### src/rtl/instr_fetch.sv
// Fetch stage: owns the PC, reads instruction words over a req/ack handshake,
// and presents them to decode. One skid entry absorbs a word that returns while
// decode is stalled; a redirect flushes everything fetched so far.
module instr_fetch #(
  parameter logic [31:0] RESET_PC  = 32'h0000_0000,
  parameter logic [31:0] NOP_INSTR = 32'h0000_0013
) (
  input  logic        clk,
  input  logic        rst_n,
  input  logic        stall_d,
  input  logic        redirect,
  input  logic [31:0] redirect_pc,
  output logic        imem_req,
  output logic [31:0] imem_addr,
  input  logic        imem_ack,
  input  logic [31:0] imem_rdata,
  output logic [31:0] instr_d,
  output logic [31:0] pc_d,
  output logic [31:0] pc_plus4_d,
  output logic        valid_d
);

  typedef enum logic [1:0] {
    IDLE = 2'd0,
    REQ  = 2'd1,
    DROP = 2'd2
  } state_t;

  state_t      state_q, state_d;
  logic [31:0] pc_q, pc_n;
  logic [31:0] req_addr_q, req_addr_d;
  logic        skid_valid_q, skid_valid_d;
  logic [31:0] skid_instr_q, skid_instr_d;
  logic [31:0] skid_pc_q, skid_pc_d;
  logic        out_valid_q, out_valid_d;
  logic [31:0] out_instr_q, out_instr_d;
  logic [31:0] out_pc_q, out_pc_d;
  logic [31:0] out_pc4_q, out_pc4_d;

  // Redirect target is always word aligned; low bits are simply dropped.
  logic [31:0] redir_pc;
  logic [31:0] req_addr_plus4;
  logic        out_free;
  logic        accept_out;
  logic        accept_skid;

  assign redir_pc       = redirect_pc & ~32'h3;
  assign req_addr_plus4 = req_addr_q + 32'd4;
  assign out_free       = !out_valid_q || !stall_d;

  // Request is driven straight from registered state so it never glitches.
  assign imem_req   = (state_q == REQ) || (state_q == DROP);
  assign imem_addr  = req_addr_q;
  assign instr_d    = out_instr_q;
  assign pc_d       = out_pc_q;
  assign pc_plus4_d = out_pc4_q;
  assign valid_d    = out_valid_q;

  // Fetch FSM: next state, PC and request address, and where returned data goes.
  always_comb begin
    state_d     = state_q;
    pc_n        = pc_q;
    req_addr_d  = req_addr_q;
    accept_out  = 1'b0;
    accept_skid = 1'b0;
    case (state_q)
      IDLE: begin
        if (redirect) begin
          pc_n = redir_pc;
        end else if (!skid_valid_q) begin
          req_addr_d = pc_q;
          state_d    = REQ;
        end
      end
      REQ: begin
        if (imem_ack) begin
          if (redirect) begin
            // Returning word belongs to the old path; throw it away.
            pc_n    = redir_pc;
            state_d = IDLE;
          end else begin
            pc_n = req_addr_plus4;
            if (out_free) begin
              // Back-to-back: issue the next word in the same cycle.
              accept_out = 1'b1;
              req_addr_d = req_addr_plus4;
            end else begin
              accept_skid = 1'b1;
              state_d     = IDLE;
            end
          end
        end else if (redirect) begin
          // Address must stay stable until ack, so wait out the old request.
          pc_n    = redir_pc;
          state_d = DROP;
        end
      end
      DROP: begin
        if (imem_ack) begin
          state_d = IDLE;
        end
        if (redirect) begin
          pc_n = redir_pc;
        end
      end
      default: begin
        state_d = IDLE;
      end
    endcase
  end

  // Decode-facing register and skid entry, redirect first, then stall hold.
  always_comb begin
    out_valid_d  = out_valid_q;
    out_instr_d  = out_instr_q;
    out_pc_d     = out_pc_q;
    out_pc4_d    = out_pc4_q;
    skid_valid_d = skid_valid_q;
    skid_instr_d = skid_instr_q;
    skid_pc_d    = skid_pc_q;
    if (redirect) begin
      out_valid_d  = 1'b0;
      out_instr_d  = NOP_INSTR;
      skid_valid_d = 1'b0;
    end else if (out_valid_q && stall_d) begin
      if (accept_skid) begin
        skid_valid_d = 1'b1;
        skid_instr_d = imem_rdata;
        skid_pc_d    = req_addr_q;
      end
    end else if (skid_valid_q) begin
      out_valid_d  = 1'b1;
      out_instr_d  = skid_instr_q;
      out_pc_d     = skid_pc_q;
      out_pc4_d    = skid_pc_q + 32'd4;
      skid_valid_d = 1'b0;
    end else if (accept_out) begin
      out_valid_d = 1'b1;
      out_instr_d = imem_rdata;
      out_pc_d    = req_addr_q;
      out_pc4_d   = req_addr_plus4;
    end else begin
      out_valid_d = 1'b0;
      out_instr_d = NOP_INSTR;
    end
  end

  // State registers with synchronous active-low reset.
  always_ff @(posedge clk) begin
    if (!rst_n) begin
      state_q      <= IDLE;
      pc_q         <= RESET_PC;
      req_addr_q   <= 32'h0;
      skid_valid_q <= 1'b0;
      skid_instr_q <= NOP_INSTR;
      skid_pc_q    <= 32'h0;
      out_valid_q  <= 1'b0;
      out_instr_q  <= NOP_INSTR;
      out_pc_q     <= 32'h0;
      out_pc4_q    <= 32'd4;
    end else begin
      state_q      <= state_d;
      pc_q         <= pc_n;
      req_addr_q   <= req_addr_d;
      skid_valid_q <= skid_valid_d;
      skid_instr_q <= skid_instr_d;
      skid_pc_q    <= skid_pc_d;
      out_valid_q  <= out_valid_d;
      out_instr_q  <= out_instr_d;
      out_pc_q     <= out_pc_d;
      out_pc4_q    <= out_pc4_d;
    end
  end

endmodule

### config.mk
export PLATFORM = sky130hd
export DESIGN_NAME = instr_fetch
export DESIGN_NICKNAME = d
export VERILOG_FILES = /design/src/rtl/instr_fetch.sv
export SDC_FILE = /design/constraint.sdc
export NUM_CORES = 1
export LEC_CHECK = 0
export CAP_MARGIN = 40
export CORE_UTILIZATION = 35
export CTS_CLUSTER_DIAMETER = 30
export DETAILED_ROUTE_END_ITERATION = 12
export PLACE_DENSITY = 0.56
export SLEW_MARGIN = 20
export SYNTH_ARGS = -nofsm -noshare
export SYNTH_HDL_FRONTEND = slang
export SYNTH_SLANG_ARGS = --single-unit
### constraint.sdc
create_clock -name clk -period 2.4 [get_ports clk]
set_input_delay 0.6 -clock clk [delete_from_list [all_inputs] [get_ports clk]]
set_output_delay 0.6 -clock clk [all_outputs]
set_load 0.05 [all_outputs]
Word-level counts from Yosys, hierarchy flattened. Index checks and enable logic that the tools add are counted.

Add/subtract/negate cells: 2. Equality and inequality tests: 10. Muxes and demuxes: 34. Reduce and logical (&&, ||, !) cells: 16. Bitwise logic cells: 3.

Operators by type and width (count): $mux 32 (14); $pmux 32 s2 (2); $add 32x3->32 const B (2); $mux 2 (7); $ne 2x2->1 const B (6); $mux 1 (10); $ne 3x3->1 const B (2); $pmux 2 s3 (1); $reduce_and 3->1 (2); $reduce_and 6->1 (1); $reduce_bool 2->1 (3); $reduce_and 5->1 (1); $reduce_or 2->1 (2); $not 1->1 (3); $reduce_or 3->1 (1); $eq 2x1->1 const B (1); $eq 2x2->1 const B (1); $logic_not 1->1 (2); $logic_not 2->1 (1); $logic_or 1x1->1 (2); $logic_and 1x1->1 (1).

Word-level logic and storage cells: 75. Output and inout port bits: 130. Bits in registers: 228. Input port bits: 69.

Longest topological paths before layout. Gate-level depths: netlist of the first run.

Depth in word-level cells: 8. Gate-level depth with buffers: 10. Mapped depth without buffers: 7.

Least setup slack after synthesis of the first run. OpenSTA, ideal clock, no wires.

Path type: reg2reg. Start: register req_addr_q[2], in the netlist imem_addr[2]. End: register out_pc4_q[16], in the netlist pc_plus4_d[16]. Path slack: -0.077 ns. Setup time: 0.117 ns. Stages on the path, launching flop included: 8. Clock period less this slack: 2.477 ns. Arrival: 2.359 ns. Data required time: 2.283 ns. Cells stage by stage: dfxtp_1 -> ha_1 -> nand3_1 -> or4_1 -> clkbuf_1 -> o21ai_0 -> nand3_1 -> a32o_1.

Cells in the longest elaborated chain, start to end: 3.

Ends and longest elaborated chain: start, declared (RTL line 31) `logic [31:0] req_addr_q, req_addr_d;`; start signal, assigned (RTL line 164) `req_addr_q <= req_addr_d;`; $add 32x3->32 (RTL line 48) `assign req_addr_plus4 = req_addr_q + 32'd4;`; $mux 32 (RTL line 137) `end else if (accept_out) begin`; $mux 32 (RTL line 131) `end else if (skid_valid_q) begin`; end signal, assigned (RTL line 171) `out_pc4_q <= out_pc4_d;`; end, declared (RTL line 38) `logic [31:0] out_pc4_q, out_pc4_d;`.

Every way passes these cells. The select of a mux whose other input is x is not followed. A chain may end at the register's enable or synchronous reset.

Worst setup path after layout of the first run.
Start: register out_pc4_q[29], in the netlist pc_plus4_d[29]. End: output port pc_plus4_d[29].

RTL lines: end, declared (RTL line 19) `output logic [31:0] pc_plus4_d,`.

No word-level cell between the ends.

==> summary.txt, run 1 <==
Setup path
  – Worst r2r src: state_q[0]
  – Endpoint of the worst register-to-register path: imem_addr[25]
  – Critical Path, Cell by Cell: clkdlybuf4s50_1
  – Startpoint types: flop
  – Count of buffer and inverter cells on the critical path: 1
  – Critical Path AT: approximately 1.8 ns
  – Highest fanout seen on the critical path: 2
  – Worst-path cell with the longest stage delay: sky130_fd_sc_hd__clkdlybuf4s50_1
  – Critical path start-end classification: flop to output pin
  – Largest incremental delay on the critical path: just over 0.8 ns
  – WP data required: 1.80 ns
  – Critical Path End Type: output pin
  – Cell family with the largest share of critical-path delay: buffers and inverters
  – Worst R2R Setup Slack: 0.19 ns
  – Number of cells on the worst reg-to-reg path: 8

Floorplanning
  – Floorplan die area: about 32000 um2
  – Area of the placeable core: 30900 um2
  – Horiz. Die Dim: 180 um
  – Rows: between 60 and 70
  – Initial standard-cell utilization of the core: 35.9%
  – Count of boundary I/O pins: 199
  – Die height: 180 um

Final layout
  – Layout cell share with drive strength beyond 1: 19.3%
  – Synth-to-layout area growth: 47.7%
  – Nets: 1721
  – Final Instance Count excl. Fillers: roughly 2100
  – Ant diodes: 0
  – Post-route design area: 16400 um2
  – Utilization of the core after routing: 53.1%

Place
  – Placed Instances: approximately 2000
  – Placed standard-cell area: 14200 um2
  – Input/output buffers: 196
  – Dpl hpwl: 28800 um
  – Final RePlAce weighted congestion: around 0.91

Clock tree
  – Clock tree buffer depth: 3
  – Number of post-CTS setup repair buffers: 0
  – Library cell used as clock root buffer: sky130_fd_sc_hd__clkbuf_16
  – Sink Count: 226
  – CTS H-tree depth: 2
  – Register clock-pin slew on the reported worst setup and hold paths: approximately 0.050 ns
  – Clock latency on the worst-skew pair: 0.59 ns
  – TritonCTS buffer count: 60
  – TritonCTS clock tree: built

GRT
  – Residual overflow from global routing: 0
  – Pin count of the biggest net entering global routing: 74
  – Via count of the first global-routing pass: between 10000 and 15000
  – Antenna violations before repair: 1
  – Overall Global Routing Usage: about a quarter
  – Wire length of the first global-routing pass: 63300 um

Min path
  – Hold path start: skid_instr_q[9]
  – Worst Hold Class: flop to flop
  – Number of cells on the worst hold path: 2
  – Endpoint with the worst hold slack: skid_instr_q[9]

Timing
  – Post-route clock skew: around 0.041 ns
  – Unrepaired setup endpoints after global routing: no
  – Period utilisation layout: a little over nine tenths
  – Final min period: 2.36 ns
  – Slew margin rel.: between 40% and 50%
  – Smallest hold slack: 0.449 ns
  – Final hold viol count: 0
  – Setup-violating endpoint count in the final report: 0
  – Achievable clock frequency: approximately 0.42 GHz
  – Transition at the pin with the smallest max-transition slack: slightly below 0.8 ns
  – Fin. max-slew vios: 0

Routing
  – Detailed Route Iter0 Violations: between 900 and 1000
  – Length of the first detailed-routing pass in iterations: 6
  – Remaining DRCs: 0
  – Sum of routed wire length over all layers: 40600 um
  – Via density per instance: 5.48
  – Post-route antenna net violation count: 0
  – Wirelength per Cell: 19.4 um
  – Vias: 11500

Synthesis
  – Synthesized area: 11100 um2
  – Synth warnings: 0
  – Post-synth net total: between 1000 and 1500
  – Top FF cell, synth: sky130_fd_sc_hd__dfxtp_1
  – Leading cell type by number of instances after synthesis: sky130_fd_sc_hd__dfxtp_1
  – Sequential element share of the synthesized area: 40.8%
  – Number of distinct library cells after synthesis: 72
  – Top area cells in the synthesized netlist: sky130_fd_sc_hd__dfxtp_1 (41%), sky130_fd_sc_hd__nand2_1 (7.3%), sky130_fd_sc_hd__a21oi_1 (5.5%)
  – Number of register bits inferred by synthesis: 226
  – Yosys top cell area share: between 40 and 50%
  – Cell type with the highest aggregate area in the netlist: sky130_fd_sc_hd__dfxtp_1
  – EDFF count, synth: 0
  – Post-Syn Instances: 1377
  – Post-synthesis area per instance: ~8.1 um2
  – Ys async rst share: 0%
  – Most frequent cells after synthesis: sky130_fd_sc_hd__dfxtp_1 (226), sky130_fd_sc_hd__nand2_1 (215), sky130_fd_sc_hd__a21oi_1 (123), sky130_fd_sc_hd__nor2_1 (122), sky130_fd_sc_hd__clkbuf_1 (88)

Power
  – VDD IR max: 0.664 mV
  – Power share of the combinational group: 13.8%
  – Clk network pwr share: 57.9%
  – Internal portion of total power: approximately 10 mW
  – Power per standard cell area: 877 nW/um2
  – Net switching power of the design: 3.92 mW
  – Sequential share of power: between 20% and 30%
  – Sw Ratio: 27.2%
  – Static power due to leakage: 6.14 nW
  – Total power: 14.4 mW

Run
  – Number of max-cap violations: 0

Status
  – Result of the run: completed
==> cell usage in the layout (no fill, tap or decap), drive strengths merged, types with 23 or more instances in the layout <==
cell,n
nand2,215
clkdlybuf4s50,138
dfxtp,226
mux2,34
nand4,23
o21ai,54
nor2,123
clkbuf,74
a21oi,123
dlygate4sd2,25
a211oi,32
nor3,30
a22oi,37
nand3,37
buf,158
mux2i,32
==> sequential cells by signal, indices dropped and copies added (netlist names) <==
| signal | count |
|---|---|
| instr_d | 32 |
| pc_d | 32 |
| valid_d | 1 |
| state_q | 2 |
| imem_addr | 32 |
| pc_q | 32 |
| skid_pc_q | 32 |
| skid_instr_q | 32 |
| pc_plus4_d | 30 |
| skid_valid_q | 1 |
==> metal layers <==
metal	track usage, %	share of wire [%]
met1	32.6	44
met2	40.4	47
met3	4.35	7.0
met4	8.10	2.2
met5	0	0
==> how the worst max path moves through the flow <==
stage / start / endpoint / slack (ns) / cells past startpoint
finish: pc_plus4_d[29] / pc_plus4_d[29] / 0.04 / 1
global placement: imem_ack / imem_addr[30] / -0.21 / 6
CTS: pc_plus4_d[2] / pc_plus4_d[2] / 0.001 / 1
detailed placement: imem_ack / imem_addr[25] / -0.22 / 7
floorplan: imem_addr[26] / imem_addr[29] / 0.02 / 7
global route: instr_d[25] / instr_d[25] / 0.0002 / 1
==> metrics by stage <==
stage	TNS, ns	worst slack (ns)
2_1_floorplan	0	0.0233
3_5_place_dp	-10.11	-0.220
3_3_place_gp	-9.32	-0.208
4_1_cts	0	0.00140
5_1_grt	0	0.000175
6_report	0	0.0369
==> kinds of logic (layout without fill, tap and decap cells) <==
family | after synthesis | count (layout) | synth area share (%)
adder cells (fa/ha/maj) | 7 | 7 | 0.789
flip-flops | 226 | 226 | 40.8
AND/OR/NAND/NOR | 526 | 526 | 22.2
AO/OA/AOI/OAI | 372 | 372 | 21.9
multiplexers | 66 | 66 | 6.33
buffers and inverters | 147 | 465 | 5.49
XOR/XNOR | 33 | 33 | 2.60
==> cell type report <==
class	count	area (um2)
clock buffers	74	1620
clock inverters	38	529
fillers	2909	14500
inverters	18	70.1
multi-input cells	1004	5980
flip-flops and latches	226	4540
well taps	396	495
repair buffers	335	3160
==> power groups by stage <==
stage	clock (mW)	sequential, mW	combinational (mW)
after CTS	8.42	4.06	1.99
after global placement	0	4.12	1.98
after detailed placement	0	4.13	1.99
final	8.33	4.06	1.99
after global routing	8.66	4.08	2.11
after floorplan	0	4.40	0.832
==> repair_timing <==
action,CTS,global route
setup endpoints to repair,25,14
resized for setup,25,14
endpoints found under the hold margin,0,0
hold buffers,0,0
pin swaps,0,0
==> worst register-to-register path, delay by kind of cell (launching register included) <==
kind	cells	cell delay, ns
and+or+nand+nor	1	0.17
AOI/OAI and AO/OA	3	0.87
buffers and inverters	3	0.48
adders and majority gates	1	0.21
DFF	1	0.38
Note: power is estimated with default switching activity, not from simulation.
==> inputs of run 2 (changes only) <==
--- a/config.mk
+++ b/config.mk
@@ -6,6 +6,7 @@
 export NUM_CORES = 1
 export LEC_CHECK = 0
 export CAP_MARGIN = 40
+export CORE_MARGIN = 2
 export CORE_UTILIZATION = 35
 export CTS_CLUSTER_DIAMETER = 30
 export DETAILED_ROUTE_END_ITERATION = 12
==> summary.txt, run 2 (synthesis results as in run 1) <==
Timing
  – Fin. max-slew vios: 0
  – Final min period: 2.37 ns
  – Setup TNS: 0 ns
  – Slew margin rel.: between 50 and 60%
  – Setup-violating endpoint count in the final report: 0
  – Final hold viol count: 0
  – Smallest hold slack: about 0.45 ns
  – Transition at the pin with the smallest max-transition slack: just under 0.6 ns
  – Period utilisation layout: 98.9%
  – Achievable clock frequency: around 0.42 GHz
  – Post-route clock skew: 0.0251 ns
  – Unrepaired setup endpoints after global routing: no

Setup path
  – Largest incremental delay on the critical path: approximately 0.83 ns
  – Highest fanout seen on the critical path: 2
  – Critical Path End Type: output pin
  – Critical Path, Cell by Cell: clkdlybuf4s50_1
  – Critical path start-end classification: flop to output pin
  – Startpoint types: flop
  – Worst-path cell with the longest stage delay: sky130_fd_sc_hd__clkdlybuf4s50_1
  – Count of buffer and inverter cells on the critical path: 1
  – WP data required: 1.80 ns
  – Cell family with the largest share of critical-path delay: buffers and inverters
  – Critical Path AT: about 1.8 ns

Final layout
  – Ant diodes: 0
  – Nets: 1704
  – Post-route design area: 16100 um2
  – Utilization of the core after routing: just over 50%
  – Synth-to-layout area growth: 45.4%
  – Final Instance Count excl. Fillers: 2077
  – Most common cell after layout, fill and taps aside: sky130_fd_sc_hd__dfxtp_1
  – Layout cell share with drive strength beyond 1: 18.4%
  – Highest-count cells in the layout ignoring fill and taps: sky130_fd_sc_hd__dfxtp_1 (218), sky130_fd_sc_hd__nand2_1 (215), sky130_fd_sc_hd__clkdlybuf4s50_1 (154)

Floorplanning
  – Area of the placeable core: 31400 um2
  – Initial standard-cell utilization of the core: 35.4%
  – Horiz. Die Dim: 182 um
  – Count of boundary I/O pins: 199
  – Die height: 182 um
  – Floorplan die area: around 33000 um2
  – Rows: 65

Routing
  – Remaining DRCs: 0
  – Length of the first detailed-routing pass in iterations: 7
  – Detailed Route Iter0 Violations: a little under 900
  – Post-route antenna net violation count: 0
  – Wirelength per Cell: 19.7 um
  – Via density per instance: around 5.5
  – Vias: between 10000 and 15000
  – Sum of routed wire length over all layers: 40900 um

Power
  – Sw Ratio: 27.1%
  – Net switching power of the design: 3.76 mW
  – Power per standard cell area: 860 nW/um2
  – Clk network pwr share: between 50% and 60%
  – Power share of the combinational group: 13.9%
  – VDD IR max: 0.563 mV
  – Static power due to leakage: 5.86 nW
  – Sequential share of power: 29.3%
  – Internal portion of total power: 10.1 mW

Clock tree
  – Sink Count: approximately 230
  – Number of buffers added to fix hold violations after cts: 0
  – Clock tree buffer depth: 3
  – TritonCTS clock tree: built
  – TritonCTS buffer count: between 50 and 60
  – Clock latency on the worst-skew pair: 0.56 ns
  – Register clock-pin slew on the reported worst setup and hold paths: 0.05 ns
  – Library cell used as clock root buffer: sky130_fd_sc_hd__clkbuf_16
  – CTS H-tree depth: 2

Place
  – Input/output buffers: around 200
  – Dpl hpwl: 28800 um
  – Placed Instances: 1969
  – Placed standard-cell area: 14100 um2
  – Final RePlAce weighted congestion: ~0.95

GRT
  – Grt met1 use: about a third
  – Gr busiest metal: met2
  – Antenna violations before repair: 0
  – Pin count of the biggest net entering global routing: 90
  – Residual overflow from global routing: 0
  – Met3 Use GR: 4.47%
  – Met2 routing resource usage after global routing: slightly below 40%
  – Overall Global Routing Usage: 24.0%
  – Via count of the first global-routing pass: about 11000
  – Wire length of the first global-routing pass: about 63000 um

Min path
  – Worst Hold Class: flop to flop

Status
  – Result of the run: completed

Run
  – Number of max-cap violations: 0
## run 2: changes by cell type in the layout (fill, tap and decap cells not counted), moves of 3 or more
| cell | previous run | this run |
|---|---|---|
| sky130_fd_sc_hd__buf_4 | 142 | 127 |
| sky130_fd_sc_hd__clkbuf_1 | 7 | 4 |
| sky130_fd_sc_hd__clkdlybuf4s50_1 | 138 | 154 |
| sky130_fd_sc_hd__clkinv_16 | 3 | 0 |
| sky130_fd_sc_hd__clkinv_4 | 4 | 7 |
| sky130_fd_sc_hd__dlygate4sd2_1 | 25 | 17 |
| sky130_fd_sc_hd__dlymetal6s2s_1 | 14 | 8 |
## run 2: path summary, 6_finish.rpt
path	from	to	slack (ns)	cells after the start
worst max-delay path	pc_plus4_d[15]	pc_plus4_d[15]	0.03	1
worst min-delay path	skid_instr_q[19]	skid_instr_q[19]	0.45	2
worst max register to register	imem_addr[3]	pc_q[16]	0.10	6
worst min register to register	skid_instr_q[19]	skid_instr_q[19]	0.45	2
## run 2: power by group through the flow
stage	Combinational (mW)	Clock (mW)	Sequential [mW]
detailed placement	1.94	0	4.13
global route	2.06	8.20	4.08
finish	1.93	7.89	4.07
CTS	1.93	7.98	4.07
global placement	1.93	0	4.13
floorplan	0.832	0	4.40
## run 2: area by class of cell
class / count / area (um2)
Clock buffer: 71 / 1610
Clock inverter: 36 / 403
Fill cell: 2986 / 15300
Inverter: 18 / 70.1
Multi-Input combinational cell: 1004 / 5990
Sequential cell: 226 / 4540
Tap cell: 402 / 503
Timing Repair Buffer: 320 / 3020
## run 2: what timing repair did
| action | CTS | global route |
|---|---|---|
| pin swaps | 0 | 1 |
| setup buffers | 0 | 1 |
| resized for setup | 17 | 8 |
| setup endpoints to repair | 17 | 9 |
## run 2: worst reg2reg max path, delay by kind of cell (launching register included)
kind	cells	cell delay (ns)
fa+ha+maj	1	0.21
simple gates	3	1.20
compound gates	2	0.39
flops	1	0.44
## run 2: layer usage
| layer | wire [um] | share of wire (%) | vias to the layer above |
|---|---|---|---|
| li1 | - | - | 5486 |
| met2 | 18900 | 46 | 384 |
| met1 | 18100 | 44 | 5476 |
| met3 | 2400 | 5.9 | 84 |
| met5 | 0 | 0 | - |
| met4 | 1480 | 3.6 | 0 |
## run 2: through the flow
| step | worst slack, ns | total power [mW] |
|---|---|---|
| floorplan | 0.0233 | 5.23 |
| global placement | -0.152 | 6.06 |
| detailed placement | -0.165 | 6.07 |
| CTS | 0.00974 | 14.0 |
| global route | 0.00232 | 14.3 |
| finish | 0.0256 | 13.9 |
